File: src/rtl/ascii_pkg.sv
// rtl/ascii_pkg.sv - shared state encoding, ASCII constants and digit sizing for bin2dec_ascii_stream
package ascii_pkg;

    // FSM state encoding. The values are fixed so that they stay compatible with older code.
    typedef logic [1:0] state_t;
    localparam state_t ST_IDLE = 2'd0;
    localparam state_t ST_CONV = 2'd1;
    localparam state_t ST_EMIT = 2'd2;

    localparam logic [7:0] ASCII_ZERO = 8'h30;
    localparam logic [7:0] ASCII_CR   = 8'h0D;
    localparam logic [7:0] ASCII_LF   = 8'h0A;

    // Returns the smallest d with 10^d > 2^data_w - 1, which is the same as 10^d >= 2^data_w.
    function automatic int min_digits(input int data_w);
        logic [127:0] lim;
        logic [127:0] pow;
        int           d;
        lim = 128'd1 << data_w;
        pow = 128'd1;
        d   = 0;
        for (int i = 0; i < 40; i++) begin
            if (pow < lim) begin
                pow = pow * 128'd10;
                d   = d + 1;
            end
        end
        return d;
    endfunction

endpackage

File: src/rtl/bin2dec_ascii_stream_if.sv
// rtl/bin2dec_ascii_stream_if.sv - input word / ASCII output stream bundle for bin2dec_ascii_stream
// Signals:
//   in_valid, in_ready, in_data[DATA_W]      binary word handshake
//   out_valid, out_ready, out_data[8], out_last  ASCII byte stream
//   busy                                      converter is in CONV or EMIT
// Modports:
//   slave  - the converter
//   master - the environment, which feeds words and drains bytes
interface bin2dec_ascii_stream_if #(
    parameter int DATA_W = 8
);
    logic              in_valid;
    logic              in_ready;
    logic [DATA_W-1:0] in_data;
    logic              out_valid;
    logic              out_ready;
    logic [7:0]        out_data;
    logic              out_last;
    logic              busy;

    modport slave (
        input  in_valid, in_data, out_ready,
        output in_ready, out_valid, out_data, out_last, busy
    );

    modport master (
        output in_valid, in_data, out_ready,
        input  in_ready, out_valid, out_data, out_last, busy
    );
endinterface

File: src/rtl/bin2dec_ascii_stream_dabble.sv
// rtl/bin2dec_ascii_stream_dabble.sv - one combinational double-dabble iteration (add-3 then shift)
// Ports:
//   bcd_in[4*DIGITS]   current BCD accumulator
//   shift_msb          bit shifted in from the binary shift register
//   bcd_out[4*DIGITS]  accumulator after adjust and shift
module bcd_dabble_step #(
    parameter int DIGITS = 3
) (
    input  logic [4*DIGITS-1:0] bcd_in,
    input  logic                shift_msb,
    output logic [4*DIGITS-1:0] bcd_out
);
    logic [4*DIGITS-1:0] adj;

    // A nibble of 5..9 becomes 8..12, so the following doubling carries correctly into the next digit.
    for (genvar g = 0; g < DIGITS; g++) begin : g_adj
        assign adj[g*4 +: 4] = (bcd_in[g*4 +: 4] >= 4'd5) ? (bcd_in[g*4 +: 4] + 4'd3)
                                                            : bcd_in[g*4 +: 4];
    end

    assign bcd_out = {adj[4*DIGITS-2:0], shift_msb};
endmodule

File: src/rtl/bin2dec_ascii_stream.sv
// rtl/bin2dec_ascii_stream.sv - binary word to serial decimal ASCII stream, MSD first
// Ports:
//   clk           clock
//   rst           synchronous active-high reset
//   s (slave)     in_valid/in_ready/in_data word input; out_valid/out_ready/out_data/out_last
//                 byte output; busy
// Parameters: DATA_W input width, DIGITS decimal digits, LZ_BLANK suppresses leading zeros.
// Build option: define ASCII_CRLF_EN to follow each number with CR LF; out_last then marks the LF.
module bin2dec_ascii_stream
    import ascii_pkg::*;
#(
    parameter int DATA_W   = 8,
    parameter int DIGITS   = 3,
    parameter int LZ_BLANK = 0
) (
    input  logic                 clk,
    input  logic                 rst,
    bin2dec_ascii_stream_if.slave s
);
    localparam int BCD_W = 4 * DIGITS;
    localparam int IDX_W = (DIGITS > 1) ? $clog2(DIGITS) : 1;
    localparam int CNT_W = (DATA_W > 1) ? $clog2(DATA_W) : 1;
    localparam logic [CNT_W-1:0] CNT_LAST = CNT_W'(DATA_W - 1);
    localparam logic [IDX_W-1:0] IDX_TOP  = IDX_W'(DIGITS - 1);

    if (DIGITS < min_digits(DATA_W)) begin : g_digits_check
        $error("bin2dec_ascii_stream: DIGITS too small to hold 2^DATA_W-1");
    end

    state_t             state_q;
    logic [DATA_W-1:0]  shift_q;
    logic [BCD_W-1:0]   bcd_q;
    logic [BCD_W-1:0]   bcd_next;
    logic [CNT_W-1:0]   cnt_q;
    logic [IDX_W-1:0]   idx_q;
    logic [IDX_W-1:0]   lz_idx;
    logic               ready_q;
    logic [3:0]         cur_digit;
    logic [7:0]         out_byte;
    logic               last_byte;
    logic               emit;

`ifdef ASCII_CRLF_EN
    localparam logic [1:0] PH_DIG = 2'd0;
    localparam logic [1:0] PH_CR  = 2'd1;
    localparam logic [1:0] PH_LF  = 2'd2;
    logic [1:0] phase_q;
`endif

    bcd_dabble_step #(.DIGITS(DIGITS)) u_step (
        .bcd_in    (bcd_q),
        .shift_msb (shift_q[DATA_W-1]),
        .bcd_out   (bcd_next)
    );

    // Highest nonzero digit of the value the last CONV step is about to store; 0 if all zero,
    // so a zero input still prints one '0'.
    always_comb begin
        lz_idx = '0;
        for (int i = 0; i < DIGITS; i++) begin
            if (bcd_next[i*4 +: 4] != 4'd0) lz_idx = IDX_W'(i);
        end
    end

    always_comb begin
        cur_digit = 4'd0;
        for (int i = 0; i < DIGITS; i++) begin
            if (idx_q == IDX_W'(i)) cur_digit = bcd_q[i*4 +: 4];
        end
    end

    always_comb begin
        out_byte  = ASCII_ZERO + {4'h0, cur_digit};
        last_byte = (idx_q == '0);
`ifdef ASCII_CRLF_EN
        last_byte = (phase_q == PH_LF);
        if (phase_q == PH_CR) begin
            out_byte = ASCII_CR;
        end else if (phase_q == PH_LF) begin
            out_byte = ASCII_LF;
        end
`endif
    end

    always_ff @(posedge clk) begin
        if (rst) begin
            state_q <= ST_IDLE;
            shift_q <= '0;
            bcd_q   <= '0;
            cnt_q   <= '0;
            idx_q   <= '0;
            ready_q <= 1'b0;
`ifdef ASCII_CRLF_EN
            phase_q <= PH_DIG;
`endif
        end else begin
            case (state_q)
                ST_IDLE: begin
                    if (s.in_valid && ready_q) begin
                        shift_q <= s.in_data;
                        bcd_q   <= '0;
                        cnt_q   <= '0;
                        ready_q <= 1'b0;
                        state_q <= ST_CONV;
                    end else begin
                        // Also raises in_ready one cycle after reset is released.
                        ready_q <= 1'b1;
                    end
                end
                ST_CONV: begin
                    shift_q <= shift_q << 1;
                    bcd_q   <= bcd_next;
                    cnt_q   <= cnt_q + 1'b1;
                    if (cnt_q == CNT_LAST) begin
                        idx_q   <= (LZ_BLANK != 0) ? lz_idx : IDX_TOP;
                        state_q <= ST_EMIT;
                    end
                end
                ST_EMIT: begin
                    if (s.out_ready) begin
`ifdef ASCII_CRLF_EN
                        case (phase_q)
                            PH_DIG: begin
                                if (idx_q == '0) phase_q <= PH_CR;
                                else             idx_q   <= idx_q - 1'b1;
                            end
                            PH_CR: phase_q <= PH_LF;
                            default: begin
                                phase_q <= PH_DIG;
                                ready_q <= 1'b1;
                                state_q <= ST_IDLE;
                            end
                        endcase
`else
                        if (idx_q == '0) begin
                            ready_q <= 1'b1;
                            state_q <= ST_IDLE;
                        end else begin
                            idx_q <= idx_q - 1'b1;
                        end
`endif
                    end
                end
                default: state_q <= ST_IDLE;
            endcase
        end
    end

    assign emit        = (state_q == ST_EMIT);
    assign s.in_ready  = ready_q;
    assign s.out_valid = emit;
    assign s.out_data  = emit ? out_byte : 8'h00;
    assign s.out_last  = emit && last_byte;
    assign s.busy      = (state_q != ST_IDLE);
endmodule

File: src/flat_wrapper.sv
// flat-port wrapper written by rule: the top's interface ports become plain ports
module bin2dec_ascii_stream_flat import ascii_pkg::*;
#(
    parameter int DATA_W   = 8,
    parameter int DIGITS   = 3,
    parameter int LZ_BLANK = 0
)
  (clk, rst, s_in_valid, s_in_data, s_out_ready, s_in_ready, s_out_valid, s_out_data, s_out_last, s_busy);
  bin2dec_ascii_stream_if #(.DATA_W(DATA_W)) s_i ();
  input  logic clk;
  input  logic rst;
  input wire logic [$bits(s_i.in_valid)-1:0] s_in_valid;
  input wire logic [$bits(s_i.in_data)-1:0] s_in_data;
  input wire logic [$bits(s_i.out_ready)-1:0] s_out_ready;
  output wire logic [$bits(s_i.in_ready)-1:0] s_in_ready;
  output wire logic [$bits(s_i.out_valid)-1:0] s_out_valid;
  output wire logic [$bits(s_i.out_data)-1:0] s_out_data;
  output wire logic [$bits(s_i.out_last)-1:0] s_out_last;
  output wire logic [$bits(s_i.busy)-1:0] s_busy;
  assign s_i.in_valid = s_in_valid;
  assign s_i.in_data = s_in_data;
  assign s_i.out_ready = s_out_ready;
  assign s_in_ready = s_i.in_ready;
  assign s_out_valid = s_i.out_valid;
  assign s_out_data = s_i.out_data;
  assign s_out_last = s_i.out_last;
  assign s_busy = s_i.busy;
  bin2dec_ascii_stream #(.DATA_W(DATA_W), .DIGITS(DIGITS), .LZ_BLANK(LZ_BLANK)) u_core (.clk(clk), .rst(rst), .s(s_i));
endmodule
File: config.mk
export PLATFORM = sky130hd
export DESIGN_NAME = bin2dec_ascii_stream_flat
export DESIGN_NICKNAME = d
export VERILOG_FILES = /design/src/rtl/ascii_pkg.sv /design/src/rtl/bin2dec_ascii_stream_if.sv /design/src/rtl/bin2dec_ascii_stream_dabble.sv /design/src/rtl/bin2dec_ascii_stream.sv /design/src/flat_wrapper.sv
export SDC_FILE = /design/constraint.sdc
export NUM_CORES = 1
export LEC_CHECK = 0
export CAP_MARGIN = 40
export CORE_MARGIN = 4
export CORE_UTILIZATION = 48
export DETAILED_ROUTE_END_ITERATION = 8
export MAX_ROUTING_LAYER = met4
export PLACE_DENSITY = 0.87
export SYNTH_ARGS = -nofsm -noshare
export SYNTH_HDL_FRONTEND = slang
export SYNTH_SLANG_ARGS = --single-unit
File: constraint.sdc
create_clock -name clk -period 1.49 [get_ports clk]
set_input_delay 0.3725 -clock clk [delete_from_list [all_inputs] [get_ports clk]]
set_output_delay 0.3725 -clock clk [all_outputs]
set_load 0.1 [all_outputs]
==> results.md <==
* Num ports at 24
* Switch share at 29.5%
* Synth Instances at 190
* CP arrival at 1.74 ns
* Die ar. at 0.00430 sq mm
* Peak Freq at 474 MHz
* Depth of the worst register-to-register path at 6
* Inserted Clock Buffers at 3
* Metal3 WL at 264 microns
* DRC viols at 0
* R2R setup slack at -0.01 ns
* Reg-to-reg startpoint: u_core.bcd_q[1]
* Pre-Repair DR Iteration Count at 4
* Synth Area in XOR/XNOR at 1.10%
* Post-synth EDFFs at 0
* Sequential cell area at 583 sq um
* Remaining Overflow, GRT at 0
* Die width at 65.6 microns
* Hold Path End: u_core.shift_q[0]
* WP data required at 1.12 ns
* Share of layout cells above drive strength 1 at 40.9%
* Status: finished with violations
* GP Congestion at 0.897
* Comb pwr share at 20.8%
* Worst min path class: register to register
* DRT antenna net count at 0
* Setup ws final at -0.622 ns
* CP endpoint kind: output port
* CTS tree: yes
* Number of DRC markers in iteration 0 at 103
* Multiplexer area fraction after synthesis at 1.97%
* Synth Area in Compound Gates at 23.2%
* Min-Delay Startpoint: u_core.shift_q[0]
* Switch Pwr at 0.000467 W
* DR top layer: met4
* Final core utilization at 79.2%
* Max_cap viols at 0
* # rows at 20
* Simple-gate share of the synthesized area at 20.6%
* Ys flop type: dfxtp_1
* CTS root buf: clkbuf_4
* Largest net degree at the start of global routing at 20
* Yosys reg bits at 28
* Htree depth at 1
* Most frequent cells in the layout: buf_4, dfxtp_1, nand2_1, nor2_1, buf_12
* Number of fillers in the final layout at 197
* Met1 wire length at 1900 microns
* Clock Tree Buf Depth at 2
* Final Cycle Share at 142%
* Seq pwr share at 50.2%
* Mean Syn Cell Area at 8.38 sq um
* Power Internal at 0.00112 W
* Yosys warning total at 0
* Leak at 0.956 nW
* Synth Cell Area at 0.00159 sq mm
* Vias in the first global route at 1555
* Commonest non-fill, non-tap cell in the layout: buf_4
* Nets at 266
* Total Wirelength at 4710 microns
* Avg WL per Cell at 16.5 microns
* Hold Path Stages at 2
* Antenna violations before repair at 0
* Minimum clock period at 2.11 ns
* Die height at 65.6 microns
* Post-synthesis sequential area ratio at 35.2%
* # clock sinks at 28
* Port bufs at 21
* Failing checks: negative setup slack
* Core ar. at 0.00310 sq mm
* First-pass GRT wire length at 7160 microns
* Initial Utilization at 51.3%
* Distinct cells, synth at 41
* Area Overhead vs Synth at 54.4%
* R2r endpoint: u_core.bcd_q[3]
* Post-synth ARST share at 0%
* Vias per std cell at 5.81
* Total GRT Usage at 22.1%
* Synth Area in Adders at 8.65%
* Multi-input gate area at 0.00106 sq mm
* Antenna diodes at 0
* Critical Path Source Type: register
* Met2 wire len at 2410 microns
* Cell Pwr Density at 645 mW/mm^2
* Clk_skew at 0.00271 ns
* RSZ-0062 raised after global routing: true
* Clock-pin transition on the worst setup and hold timing paths at 0.16 ns
* Largest family of logic cells by synthesized area: compound AO/OA/AOI/OAI gates
* Hold_buf cts at 0
* WS Path Type: register to output port
* Vias at 1662
* Slew Limit Fails at 0
* Final Setup Violations at 10
* Clock share of power at 29.0%
* Max IR drop VDD at 0.673 mV
* DP Wirelength at 3200 microns
* Final Hold Viols at 0
* Placement Setup Slack at -0.258 ns
* Clock latency reported for the late side of the worst-skew pair at 0.35 ns
* Worst-path maximum fanout at 7
==> worst max-delay path by stage <==
stage	start	slack, ns	cells past startpoint	end
floorplan	u_core.idx_q[1]	-0.54	5	s_out_data[0]
global placement	u_core.idx_q[0]	-0.20	5	s_out_data[1]
detailed placement	u_core.idx_q[0]	-0.26	6	s_out_data[3]
global route	u_core.idx_q[1]	-0.68	7	s_out_data[3]
CTS	u_core.idx_q[1]	-0.56	7	s_out_data[3]
finish	u_core.idx_q[1]	-0.62	7	s_out_data[3]
==> area by class of cell <==
cell class / count / share of cell area (%)
multi-input combinational: 136 / 43.0
timing repair buffer: 62 / 26.6
sequential: 28 / 23.7
inverter: 12 / 2.44
tap: 44 / 2.24
clock buffer: 4 / 1.93
==> power by group through the flow <==
stage	Sequential, W	Clock [W]	Combinational (W)
3_3_place_gp	0.000814	0	0.000306
2_1_floorplan	0.000832	0	0.000174
4_1_cts	0.000798	0.000464	0.000318
5_1_grt	0.000800	0.000497	0.000352
6_report	0.000796	0.000459	0.000330
3_5_place_dp	0.000816	0	0.000314
==> state kept, by name, summed over array words and instances, names as in the netlist <==
register / cells
u_core.idx_q: 2
u_core.shift_q: 8
u_core.s.in_ready: 1
u_core.state_q: 2
u_core.bcd_q: 12
u_core.cnt_q: 3
==> stage by stage <==
step | total power [W] | TNS (ns) | cell area, sq um | cells | hold slack (ns)
after floorplan | 0.00101 | -1.93 | 1700 | 191 | 0.432
after global placement | 0.00112 | -4.28 | 2250 | 277 | 0.447
after detailed placement | 0.00113 | -5.38 | 2250 | 277 | 0.449
after CTS | 0.00158 | -3.08 | 2380 | 283 | 0.470
after global routing | 0.00165 | -3.68 | 2460 | 286 | 0.501
final | 0.00158 | -3.01 | 2460 | 286 | 0.466
==> timing repair <==
action                                  4_1_cts  5_1_grt
hold endpoints to repair                      0        0
endpoints found under the setup margin       14       18
resized for setup                            23       13
setup buffers                                 2        3
pin swaps                                     5        2
==> synthesized netlist by cell type, types with 3 or more instances <==
cell type   n  share of area [%]
dfxtp_1    28                 35
nor2_1     22                5.2
nand2_1    20                4.7
a21oi_1    14                4.4
ha_1       11                8.6
inv_1      10                2.4
a311oi_1    7                3.9
buf_4       6                2.8
nor3_1      6                1.9
a211oi_1    4                1.9
a22oi_1     4                1.9
buf_2       4                1.3
nand2b_1    4                1.6
nand4_1     4                1.6
o21ai_0     4                1.3
clkbuf_1    3               0.71
nand3_1     3               0.94
o311ai_1    3                1.7
or4_1       3                1.4
==> critical path, stage by stage, from the launching register on <==
cell and delay, ns:
dfxtp_4 0.40, inv_4 0.05, ha_4 0.18, nand3b_1 0.20, a21oi_2 0.19, a21oi_2 0.07
nor2_4 0.11, buf_12 0.18
==> cells by family after synthesis <==
group / after synthesis
and+or+nand+nor: 68
AOI/OAI and AO/OA: 50
DFF: 28
buffers and inverters: 27
adders and majority gates: 11
muxes: 3
xor gates and xnor gates: 2
other: 1
==> layer usage <==
layer | up-vias | track usage (%)
met5 | - | -
met4 | 0 | 6.99
met3 | 13 | 3.08
met2 | 69 | 38.4
met1 | 794 | 26.2
li1 | 786 | -
Note: power is estimated with default switching activity, not from simulation.
